`config.mk`:
```
export PLATFORM = sky130hd
export DESIGN_NAME = axicb_fifo_reader
export DESIGN_NICKNAME = d
export VERILOG_FILES = /design/src/rtl/axicb_pkg.sv /design/src/rtl/axicb_fifo_reader.sv
export SDC_FILE = /design/constraint.sdc
export NUM_CORES = 1
export LEC_CHECK = 0
export CELL_PAD_IN_SITES_DETAIL_PLACEMENT = 1
export CELL_PAD_IN_SITES_GLOBAL_PLACEMENT = 2
export CORE_MARGIN = 2
export CORE_UTILIZATION = 28
export DETAILED_ROUTE_END_ITERATION = 12
export PLACE_DENSITY = 0.86
export SLEW_MARGIN = 5
export SYNTH_ARGS = -nofsm -noshare
export SYNTH_HDL_FRONTEND = slang
export SYNTH_SLANG_ARGS = --single-unit
export TNS_END_PERCENT = 5
```
`constraint.sdc`:
```
create_clock -name aclk -period 2.5 [get_ports aclk]
set_clock_uncertainty 0.05 [all_clocks]
set_input_delay 0.375 -clock aclk [delete_from_list [all_inputs] [get_ports aclk]]
set_output_delay 0.375 -clock aclk [all_outputs]
set_load 0.02 [all_outputs]
```
`src/rtl/axicb_pkg.sv`:
```
// Shared types for the axicb stream blocks.
// Holds only the reader buffer state encoding.
package axicb_pkg;

    typedef enum logic [1:0] {
        ST_EMPTY = 2'd0,
        ST_ONE   = 2'd1,
        ST_TWO   = 2'd2
    } rd_state_e;

endpackage

```
`src/rtl/axicb_fifo_reader.sv`:
```
// Turns a zero-latency FIFO pull/empty read port into a registered valid/ready
// stream, using a main register plus one skid register so that pull never waits on o_ready.
module axicb_fifo_reader
    import axicb_pkg::*;
#(
    parameter int DATA_WIDTH = 8
) (
    input  logic                  aclk,
    input  logic                  srst,
    input  logic                  flush,
    input  logic [DATA_WIDTH-1:0] fifo_data,
    input  logic                  fifo_empty,
    output logic                  fifo_pull,
    output logic                  o_valid,
    input  logic                  o_ready,
    output logic [DATA_WIDTH-1:0] o_data,
    output logic [1:0]            level,
    output logic [1:0]            state_dbg
);

    // Handshakes: a FIFO beat is consumed when fifo_pull & ~fifo_empty; an output
    // beat transfers when o_valid & o_ready, and o_data holds while o_valid & ~o_ready.

    rd_state_e             state_q;
    rd_state_e             state_d;
    logic [DATA_WIDTH-1:0] main_q;
    logic [DATA_WIDTH-1:0] skid_q;
    logic                  rd;
    logic                  fire;
    logic                  load_main;
    logic                  load_skid;
    logic                  main_from_skid;

    assign rd     = fifo_pull & ~fifo_empty;
    assign fire   = o_valid & o_ready;
    assign o_data = main_q;

    always_ff @(posedge aclk) begin
        if (srst) begin
            state_q <= ST_EMPTY;
        end else begin
            state_q <= state_d;
        end
    end

    always_comb begin
        state_d        = state_q;
        load_main      = 1'b0;
        load_skid      = 1'b0;
        main_from_skid = 1'b0;
        case (state_q)
            ST_EMPTY: begin
                if (rd) begin
                    state_d   = ST_ONE;
                    load_main = 1'b1;
                end
            end
            ST_ONE: begin
                if (rd && fire) begin
                    load_main = 1'b1;
                end else if (rd) begin
                    state_d   = ST_TWO;
                    load_skid = 1'b1;
                end else if (fire) begin
                    state_d = ST_EMPTY;
                end
            end
            ST_TWO: begin
                if (fire) begin
                    state_d        = ST_ONE;
                    main_from_skid = 1'b1;
                end
            end
            default: state_d = ST_EMPTY;
        endcase
        // A transfer in the flush/reset cycle still completes; only buffered beats are lost.
        if (srst || flush) begin
            state_d = ST_EMPTY;
        end
    end

    always_comb begin
        fifo_pull = (state_q != ST_TWO) & ~flush & ~srst;
        o_valid   = (state_q != ST_EMPTY);
        level     = state_q;
        state_dbg = state_q;
    end

    // Data registers carry no reset; o_data is meaningless while o_valid is low.
    always_ff @(posedge aclk) begin
        if (load_main) begin
            main_q <= fifo_data;
        end else if (main_from_skid) begin
            main_q <= skid_q;
        end
        if (load_skid) begin
            skid_q <= fifo_data;
        end
    end

endmodule

```
# Word level (Yosys, flattened, before mapping)
# Index checks and enable logic that the tools add are counted.
# classes
n_eq_ne	7
mux	15
bitwise	7
reduce_logical	7
# ops
operator	count
2-to-1 mux 8 bit	2
2-to-1 mux 2 bit	5
!= test 2 bit, second input constant	4
2-to-1 mux 1 bit	6
one-hot mux 2 bit (3 select lines)	1
AND 1 bit	4
AND reduction 4 bit	1
nonzero test 2 bit	2
!= test 3 bit, second input constant	1
NOT 1 bit	3
equality test 2 x 1 -> 1 bit, second input constant	1
equality test 2 bit, second input constant	1
logical NOT 2 bit	1
one-hot mux 1 bit (2 select lines)	1
OR reduction 2 bit	1
logical AND 1 bit	1
logical OR 1 bit	1
# totals
ff_bits	18
input_bits	13
out_inout_bits	14
elab_cells	39

# Longest topological paths before layout
# Gate-level depths: netlist of run 1.
# logic_depth
ltp_word	8
depth_mapped	3
ltp_nobuf	3

# Worst setup path after synthesis of run 1
# No wires, ideal clock.
# synth_path
path_type	flip-flop to flip-flop
start	register state_q[0], in the netlist level[0]
end	register skid_q[0], enable pin
setup_time_ns	0.395
t_arrival_ns	1.577
required_time_ns	2.055
path_slack_ns	0.478
path_stages_with_launch	3
path_buffers	0
synth_period_minus_slack_ns	2.022
cell_sequence	dfxtp_1 -> nand2b_2 -> nor4_1
# synth_via
elab_chain_len	7
elab_cells_between_ends	11
classes_between	eq/ne (2); mux (3); bitwise (4); reduce/logical (2)
# synth_rtl
element	line_no	text
start: declaration	axicb_fifo_reader.sv:24	rd_state_e state_q;
start signal: assignment	axicb_fifo_reader.sv:42	state_q <= state_d;
!= test 2 bit	axicb_fifo_reader.sv:83	fifo_pull = (state_q != ST_TWO) & ~flush & ~srst;
AND 1 bit (2 in series)	axicb_fifo_reader.sv:83	
AND 1 bit	axicb_fifo_reader.sv:34	assign rd = fifo_pull & ~fifo_empty;
2-to-1 mux 1 bit or logical AND 1 bit (tied branches)	axicb_fifo_reader.sv:61, axicb_fifo_reader.sv:59	
2-to-1 mux 1 bit	axicb_fifo_reader.sv:59	if (rd && fire) begin
2-to-1 mux 1 bit (*)	axicb_fifo_reader.sv:51	case (state_q)
named net load_skid	axicb_fifo_reader.sv:31	logic load_skid;
end signal: assignment	axicb_fifo_reader.sv:97	skid_q <= fifo_data;
end: declaration	axicb_fifo_reader.sv:27	logic [DATA_WIDTH-1:0] skid_q;
# Mark *: on every way through the listed nets, which the timed path passes. The rest lies on a longest branch.
# A chain may end at the register's enable or synchronous reset.

# Worst setup path in the final report of run 1
# layout_path
start	input srst
end	output fifo_pull
# layout_via
elab_chain_len	2
# layout_rtl
element	line_no	text
start: declaration	axicb_fifo_reader.sv:9	input logic srst,
NOT 1 bit	axicb_fifo_reader.sv:83	
AND 1 bit	axicb_fifo_reader.sv:83	
end: declaration	axicb_fifo_reader.sv:13	output logic fifo_pull,
# No other way between the ends.

==> qor.yml, run 1 <==
setup_path:
  path_depth: 4
  critPathBufInv: 2
  end_kind: "output pin"
  critical_path_class: "input pin to output pin"
  path_cells: "clkdlybuf4s50_1 -> or2_4 -> nor2_1 -> clkdlybuf4s50_1"
  startpoint_type: "input pin"
  crit_family: "buffers and inverters"
  reg2regPathDepth: 3
  required_ps: 2080
  cp_common_cell: "clkdlybuf4s50_1"
  worstPathArrival_ps: 1760
  cpMaxStageDelayCell: "clkdlybuf4s50_1"
  path_max_fanout: 5
  crit_start: "srst"
  r2r-start: "level[0]"
  critPathMaxStageDelay_ps: 610
hold_path:
  hold_depth: 1
  hold_start: "skid_q[6]"
  min_path_type: "register to register"
sta:
  finalMaxSlewViolations: 0
  finalHoldViolCount: 0
  final-setup-viol-count: 0
  final_critical_path_setup_slack_ps: 320
  post-route-period-util_pct: 87.2
  fmax_ghz: 0.459
  maxSlewHeadroom_pct: 72.6
  fin_setup_tns_ps: 0
  finalCriticalPeriod_ps: 2180
  tightest_slew_ps: 407
  rsz0062_at_grt: "false"
grt:
  top_usage_layer: "met2"
  grt_use_met2_pct: 15.3
  met3_usage_pct: 2.11
  grt_pass1_wl_um: 2300
  grt_overflow: 0
  antenna_found_initial: 0
  grt_pass1_vias: 468
  grt_util_met1_pct: 11.5
  grt.total_usage_pct: 9.71
  grt_max_degree: 11
clock_tree:
  htreeDepth: 1
  clockBufferDepth: 2
  root_buffer: "clkbuf_4"
  clock_latency_ps: 270
  cts_sinks: 18
  post-cts-setup-buffer-count: 0
  tritoncts: "yes"
  clk_pin_slew_ps: 90
  cts_buffers: 3
  ctsHoldBuffers: 0
  post_cts_resized: 0
cells_and_area:
  diodes: 0
  fill_cells: 265
  final_nets: 89
  layout-drive-gt1-share_pct: 25.3
  syn_to_final_growth_pct: 46.0
  utilization_pct: 43.2
  post-route-cell-area_mm2: 0.00108
routing:
  wl_per_cell_um: 13.0
  vias_per_cell: 4.47
  ant_nets: 0
  drtPass1Iterations: 1
  vias: 469
  drt_iter0_markers: 0
  drcViolationCount: 0
  finalWirelength_um: 1370
placed_design:
  place_area_mm2: 0.00104
  gp_congestion: 0.696
  pre_cts_slack_ps: 316
  port_buffers: 26
yosys:
  synth.avg_cell_area_um2: 16.4
  async_reset_ff_share_pct: 0
  ys_types: 18
  synth-seq-cells: 18
  synthCells: 45
  synthesis.area_um2: 739
  yosysTopAreaCell: "edfxtp_1"
  ys.flop_type: "edfxtp_1"
  yosys_warnings: 0
  synth.net_count: 58
  ys_seq_area_share_pct: 70.4
  ys_top_cells_by_count: "edfxtp_1 (16), mux2_2 (8)"
  ys_top_cells_by_area: "edfxtp_1 (65%), mux2_2 (12%), dfxtp_1 (5.4%), nand3b_4 (2.7%), buf_4 (2.0%)"
  synth_top_area_share_pct: 65.0
  yosysMostFrequentCell: "edfxtp_1"
  synth_edf_count: 16
die:
  initial_core_util_pct: 29.6
  pin_count: 27
  num_rows: 18
  die_h_um: 55.4
  coreArea_mm2: 0.00250
  dieArea_mm2: 0.00307
  die_w_um: 55.4
power_and_ir_drop:
  p_leak_uw: 0.000380
  peakVddDrop_mv: 0.238
  power.density_mw_per_mm2: 522
  finalPower_uw: 564
outcome:
  status: "finished, final reports clean"
job:
  drv_cap: 0
[cells by family after synthesis]
logic type	after synthesis	share of synthesized area [%]
flip-flops	18	70.4
buffers and inverters	4	3.05
multiplexers	8	12.2
AO/OA/AOI/OAI	5	4.57
AND/OR/NAND/NOR	10	9.82
[per-stage QoR]
step	hold WS, ps	cells
finish	504	105
global route	522	105
global placement	477	101
detailed placement	491	101
CTS	505	105
floorplan	404	45
[routing by layer]
layer,vias to the layer above,routed length [µm]
li1,230,-
met1,223,579
met2,14,678
met3,2,67
met4,0,40
met5,-,0
[cell type report]
class	count	area [µm²]	share of cell area (%)
Multi-Input combinational cell	23	203	18.8
Sequential cell	18	520	48.2
Inverter	2	7.51	0.695
Clock buffer	4	36.3	3.36
Tap cell	30	37.5	3.48
Timing Repair Buffer	28	275	25.5
[worst register-to-register path: cells and delay by family (launching register included)]
family	cells	cell delay (ps)
AND/OR/NAND/NOR	2	540
flip-flops	1	510
buffers and inverters	1	240
[placed cells by master (no fill, tap or decap), types with 2 or more instances in the layout]
cell,synthesis,routed
a21oi_1,2,2
buf_4,2,2
clkbuf_4,0,3
clkdlybuf4s50_1,0,26
dfxtp_1,2,2
edfxtp_1,16,16
inv_1,2,2
mux2_2,8,8
nor2_1,2,2
[sequential cells by signal, summed over array words and instances (netlist names)]
signal and count:
o_data 8, level 2, skid_q 8
[final timing paths]
kind | endpoint | slack [ps]
worst min register to register | o_data[6] | 500
worst min-delay path | o_data[6] | 500
worst max register to register | skid_q[2] | 890
worst max-delay path | fifo_pull | 320
[power breakdown]
| part | total, µW | switching, µW | internal (µW) | leakage (µW) |
|---|---|---|---|---|
| combinational | 64.3 | 26.4 | 38.0 | 0.000198 |
| clock | 166 | 77.1 | 88.4 | 0.0000210 |
| sequential | 334 | 2.83 | 331 | 0.000162 |
| total | 564 | 106 | 458 | 0.000380 |
Note: power is estimated with default switching activity, not from simulation.
==> inputs of run 2 (changes only) <==
--- a/config.mk
+++ b/config.mk
@@ -5,12 +5,12 @@
 export SDC_FILE = /design/constraint.sdc
 export NUM_CORES = 1
 export LEC_CHECK = 0
-export CELL_PAD_IN_SITES_DETAIL_PLACEMENT = 1
-export CELL_PAD_IN_SITES_GLOBAL_PLACEMENT = 2
+export CELL_PAD_IN_SITES_DETAIL_PLACEMENT = 0
+export CELL_PAD_IN_SITES_GLOBAL_PLACEMENT = 1
 export CORE_MARGIN = 2
-export CORE_UTILIZATION = 28
+export CORE_UTILIZATION = 34
 export DETAILED_ROUTE_END_ITERATION = 12
-export PLACE_DENSITY = 0.86
+export PLACE_DENSITY_LB_ADDON = 0.2
 export SLEW_MARGIN = 5
 export SYNTH_ARGS = -nofsm -noshare
 export SYNTH_HDL_FRONTEND = slang
==> run 2 against run 1 <==
Against the previous run:
- sequential cell count unchanged
- sequential share of layout area up 0.62 points
- register-to-register slack better by 110 ps
- combinational power down 0.9%
- power down 4.9%
- largest power group unchanged
==> qor.yml, run 2 (synthesized netlist as in run 1, its figures left out) <==
grt:
  antenna_found_initial: 0
  grt_pass1_vias: 412
  grt_pass1_wl_um: 1840
  grt_max_degree: 11
  grt.total_usage_pct: 9.76
  grt_overflow: 0
setup_path:
  worstPathArrival_ps: 1770
  startpoint_type: "input pin"
  reg2regPathDepth: 4
  r2r_setup_slack_ps: 1000
  r2r-start: "level[1]"
  required_ps: 2080
  critical_path_class: "input pin to output pin"
  end_kind: "output pin"
  worst_r2r_endpoint: "o_data[0]"
  path_max_fanout: 5
hold_path:
  min_path_type: "register to register"
  hold_start: "skid_q[4]"
  hold_depth: 1
  whs_endpoint: "o_data[4]"
sta:
  finalCriticalPeriod_ps: 2190
  finalMaxSlewViolations: 0
  post-route-period-util_pct: 87.7
  fmax_ghz: 0.456
  fin_setup_tns_ps: 0
  rsz0062_at_grt: "false"
  final-setup-viol-count: 0
  maxSlewHeadroom_pct: 80.1
  finalHoldViolCount: 0
  tightest_slew_ps: 299
routing:
  drcViolationCount: 0
  ant_nets: 0
  drt_iter0_markers: 11
  drtPass1Iterations: 4
  wl_per_cell_um: 11.5
  wl_met3_um: 93
  met1Wirelength_um: 553
  vias_per_cell: 4.49
  finalWirelength_um: 1170
  topRoutingLayerUsed: "met3"
  wl_met2_um: 520
  vias: 458
cells_and_area:
  layout-drive-gt1-share_pct: 24.0
  layout.cells.non_filler: 102
  syn_to_final_growth_pct: 44.2
  final_common_cell: "clkdlybuf4s50_1"
  mostFrequentLayoutCells: "clkdlybuf4s50_1 (26), edfxtp_1 (16), mux2_2 (8)"
  final_nets: 89
  diodes: 0
clock_tree:
  clockBufferDepth: 2
  cts_buffers: 3
  htreeDepth: 1
  tritoncts: "yes"
  root_buffer: "clkbuf_4"
  post_cts_resized: 0
  ctsHoldBuffers: 0
  clock_latency_ps: 280
  cts_sinks: 18
  clk_pin_slew_ps: 90
  post-cts-setup-buffer-count: 0
die:
  initial_core_util_pct: 36.9
  num_rows: 16
  pin_count: 27
  die_w_um: 50.6
  dieArea_mm2: 0.00256
  die_h_um: 50.6
  coreArea_mm2: 0.00200
placed_design:
  gp_congestion: 0.679
  place_hpwl_um: 890
  place_inst: 98
  port_buffers: 26
job:
  drv_cap: 0
power_and_ir_drop:
  p_leak_uw: 0.000375
  peakVddDrop_mv: 0.237
  power.density_mw_per_mm2: 503
outcome:
  status: "finished, final reports clean"
==> run 2: cell types whose count changed in the layout (fill, tap and decap cells not counted) <==
cell / delta
clkbuf_8: -1
clkinv_1: +1
==> run 2: critical path: stages <==
cell             delay, ps
clkdlybuf4s50_1        400
or2_4                  270
nor2_1                 110
clkdlybuf4s50_1        620
==> run 2: how the worst max path moves through the flow <==
stage,from,endpoint,depth (start not counted)
floorplan,level[0],skid_q[0],2
global placement,srst,fifo_pull,4
detailed placement,srst,fifo_pull,4
CTS,srst,fifo_pull,4
global route,srst,fifo_pull,4
finish,srst,fifo_pull,4
==> run 2: area by class of cell <==
class	instances	area, µm²
inverter	2	7.51
sequential	18	520
multi-input combinational	23	203
clock inverter	1	3.75
tap	27	33.8
fill	175	936
clock buffer	3	22.5
timing repair buffer	28	275
==> run 2: where the power goes <==
| group | switching, µW | internal (µW) |
|---|---|---|
| Combinational | 25.8 | 37.9 |
| Clock | 80.5 | 57.8 |
| Sequential | 2.81 | 331 |
==> run 2: metrics by stage <==
step                power (µW)  util (%)  hold WS [ps]  setup slack [ps]  instance area, µm²
finish                     536      53.3           501               309                1070
global route               563      53.3           527               254                1070
CTS                        543      53.3           507               302                1070
detailed placement         405      51.9           485               302                1040
global placement           405      51.9           479               318                1040
floorplan                  368         -           404               478                 739
==> run 2: layer usage <==
metal / up-vias / track usage [%]
met2: 20 / 15.6
met5: - / 0
met3: 0 / 3.87
met4: 0 / 2.70
met1: 208 / 12.3
li1: 230 / -
==> inputs of run 3 (changes only) <==
--- a/config.mk
+++ b/config.mk
@@ -8,9 +8,10 @@
 export CELL_PAD_IN_SITES_DETAIL_PLACEMENT = 0
 export CELL_PAD_IN_SITES_GLOBAL_PLACEMENT = 1
 export CORE_MARGIN = 2
-export CORE_UTILIZATION = 34
+export CORE_UTILIZATION = 36
 export DETAILED_ROUTE_END_ITERATION = 12
 export PLACE_DENSITY_LB_ADDON = 0.2
+export SETUP_SLACK_MARGIN = 0.15
 export SLEW_MARGIN = 5
 export SYNTH_ARGS = -nofsm -noshare
 export SYNTH_HDL_FRONTEND = slang
==> constraint.sdc (replaced) <==
create_clock -name aclk -period 2.6 [get_ports aclk]
set_clock_uncertainty 0.05 [all_clocks]
set_input_delay 0.39 -clock aclk [delete_from_list [all_inputs] [get_ports aclk]]
set_output_delay 0.39 -clock aclk [all_outputs]
set_load 0.02 [all_outputs]
==> run 3 against run 2 <==
Against the previous run:
- final area did not move
- register-to-register slack got worse by 270 ps
- sequential share of layout area did not move
- global-route usage rose by 0.97 points
- core utilization rose by 1.6 points
==> qor.yml, run 3 (synthesized netlist as in run 1, its figures left out) <==
cells_and_area:
  syn_to_final_growth_pct: 44.2
  layout-drive-gt1-share_pct: 24.0
  diodes: 0
  mostFrequentLayoutCells: "clkdlybuf4s50_1 (26), edfxtp_1 (16), mux2_2 (8)"
  final_nets: 89
  final_common_cell: "clkdlybuf4s50_1"
grt:
  grt_pass1_wl_um: 1970
  grt_use_met2_pct: 16.7
  met3_usage_pct: 3.07
  grt_max_degree: 11
  grt_overflow: 0
  antenna_found_initial: 0
  grt.total_usage_pct: 10.7
  top_usage_layer: "met2"
  grt_pass1_vias: 464
  grt_util_met1_pct: 14.0
sta:
  finalCriticalPeriod_ps: 2220
  fin_setup_tns_ps: 0
  finalHoldViolCount: 0
  final-setup-viol-count: 0
  tightest_slew_ps: 1060
  maxSlewHeadroom_pct: 28.6
  finalMaxSlewViolations: 0
  post-route-period-util_pct: 85.3
  fmax_ghz: 0.451
  rsz0062_at_grt: "false"
outcome:
  status: "finished, final reports clean"
clock_tree:
  cts_buffers: 3
  root_buffer: "clkbuf_4"
  ctsHoldBuffers: 0
  post-cts-setup-buffer-count: 0
  post_cts_resized: 0
  clockBufferDepth: 2
  clk_pin_slew_ps: 90
  htreeDepth: 1
  cts_sinks: 18
  tritoncts: "yes"
  clock_latency_ps: 280
die:
  pin_count: 27
  die_h_um: 49.3
  coreArea_mm2: 0.00194
  initial_core_util_pct: 38.1
  num_rows: 16
  dieArea_mm2: 0.00243
  die_w_um: 49.3
placed_design:
  port_buffers: 26
  place_hpwl_um: 888
  gp_congestion: 0.773
routing:
  vias_per_cell: 4.50
  drt_iter0_markers: 1
  drtPass1Iterations: 2
  wl_per_cell_um: 11.5
  finalWirelength_um: 1170
  ant_nets: 0
  vias: 459
  drcViolationCount: 0
hold_path:
  hold_depth: 1
  whs_endpoint: "o_data[4]"
  min_path_type: "register to register"
  hold_start: "skid_q[4]"
power_and_ir_drop:
  peakVddDrop_mv: 0.357
  power.density_mw_per_mm2: 481
  p_leak_uw: 0.000375
  finalPower_uw: 513
job:
  drv_cap: 0
setup_path:
  r2r_setup_slack_ps: 730
  worstPathArrival_ps: 1780
  r2r-start: "level[1]"
  end_kind: "output pin"
  reg2regPathDepth: 2
  path_max_fanout: 5
  cp_common_cell: "clkdlybuf4s50_1"
  cpMaxStageDelayCell: "clkdlybuf4s50_1"
  required_ps: 2160
  worst_r2r_endpoint: "o_data[7]"
  startpoint_type: "input pin"
  critPathMaxStageDelay_ps: 610
  path_cells: "clkdlybuf4s50_1 -> or2_4 -> nor2_1 -> clkdlybuf4s50_1"
  critical_path_class: "input pin to output pin"
## run 3: metal layers
layer / routed length [µm] / vias to the layer above / share of wire, %
li1: - / 230 / -
met1: 521 / 212 / 45
met2: 565 / 17 / 48
met3: 83 / 0 / 7.1
met4: 0 / 0 / 0
met5: 0 / - / 0
## run 3: power breakdown
| group | switching, µW | leakage, µW | internal, µW |
|---|---|---|---|
| combinational | 24.3 | 0.000198 | 35.7 |
| clock | 75.9 | 0.0000154 | 55.6 |
| sequential | 2.84 | 0.000162 | 319 |
| total | 103 | 0.000375 | 410 |
## run 3: stage by stage
stage	utilization, %	worst slack, ps	hold slack, ps	area (µm²)	instances
after floorplan	-	578	419	739	45
after global placement	53.5	377	481	1040	98
after detailed placement	53.5	342	491	1040	98
after CTS	54.9	376	511	1070	102
after global routing	54.9	318	526	1070	102
final	54.9	381	507	1070	102
## run 3: cell type report
type                            count  area, µm²
Fill cell                         181        876
Sequential cell                    18        520
Timing Repair Buffer               28        275
Multi-Input combinational cell     23        203
Tap cell                           27       33.8
Clock buffer                        3       22.5
Inverter                            2       7.51
Clock inverter                      1       3.75
## run 3: worst max-delay path: cells and delay by family
kind          cells  cell delay (ps)
buf+inv           2             1000
simple gates      2              380
## run 3: how the worst max path moves through the flow
stage / slack, ps / from / to
floorplan: 580 / level[0] / skid_q[0]
detailed placement: 340 / o_ready / o_data[7]
global route: 320 / srst / fifo_pull
global placement: 380 / srst / fifo_pull
CTS: 380 / srst / fifo_pull
finish: 380 / srst / fifo_pull
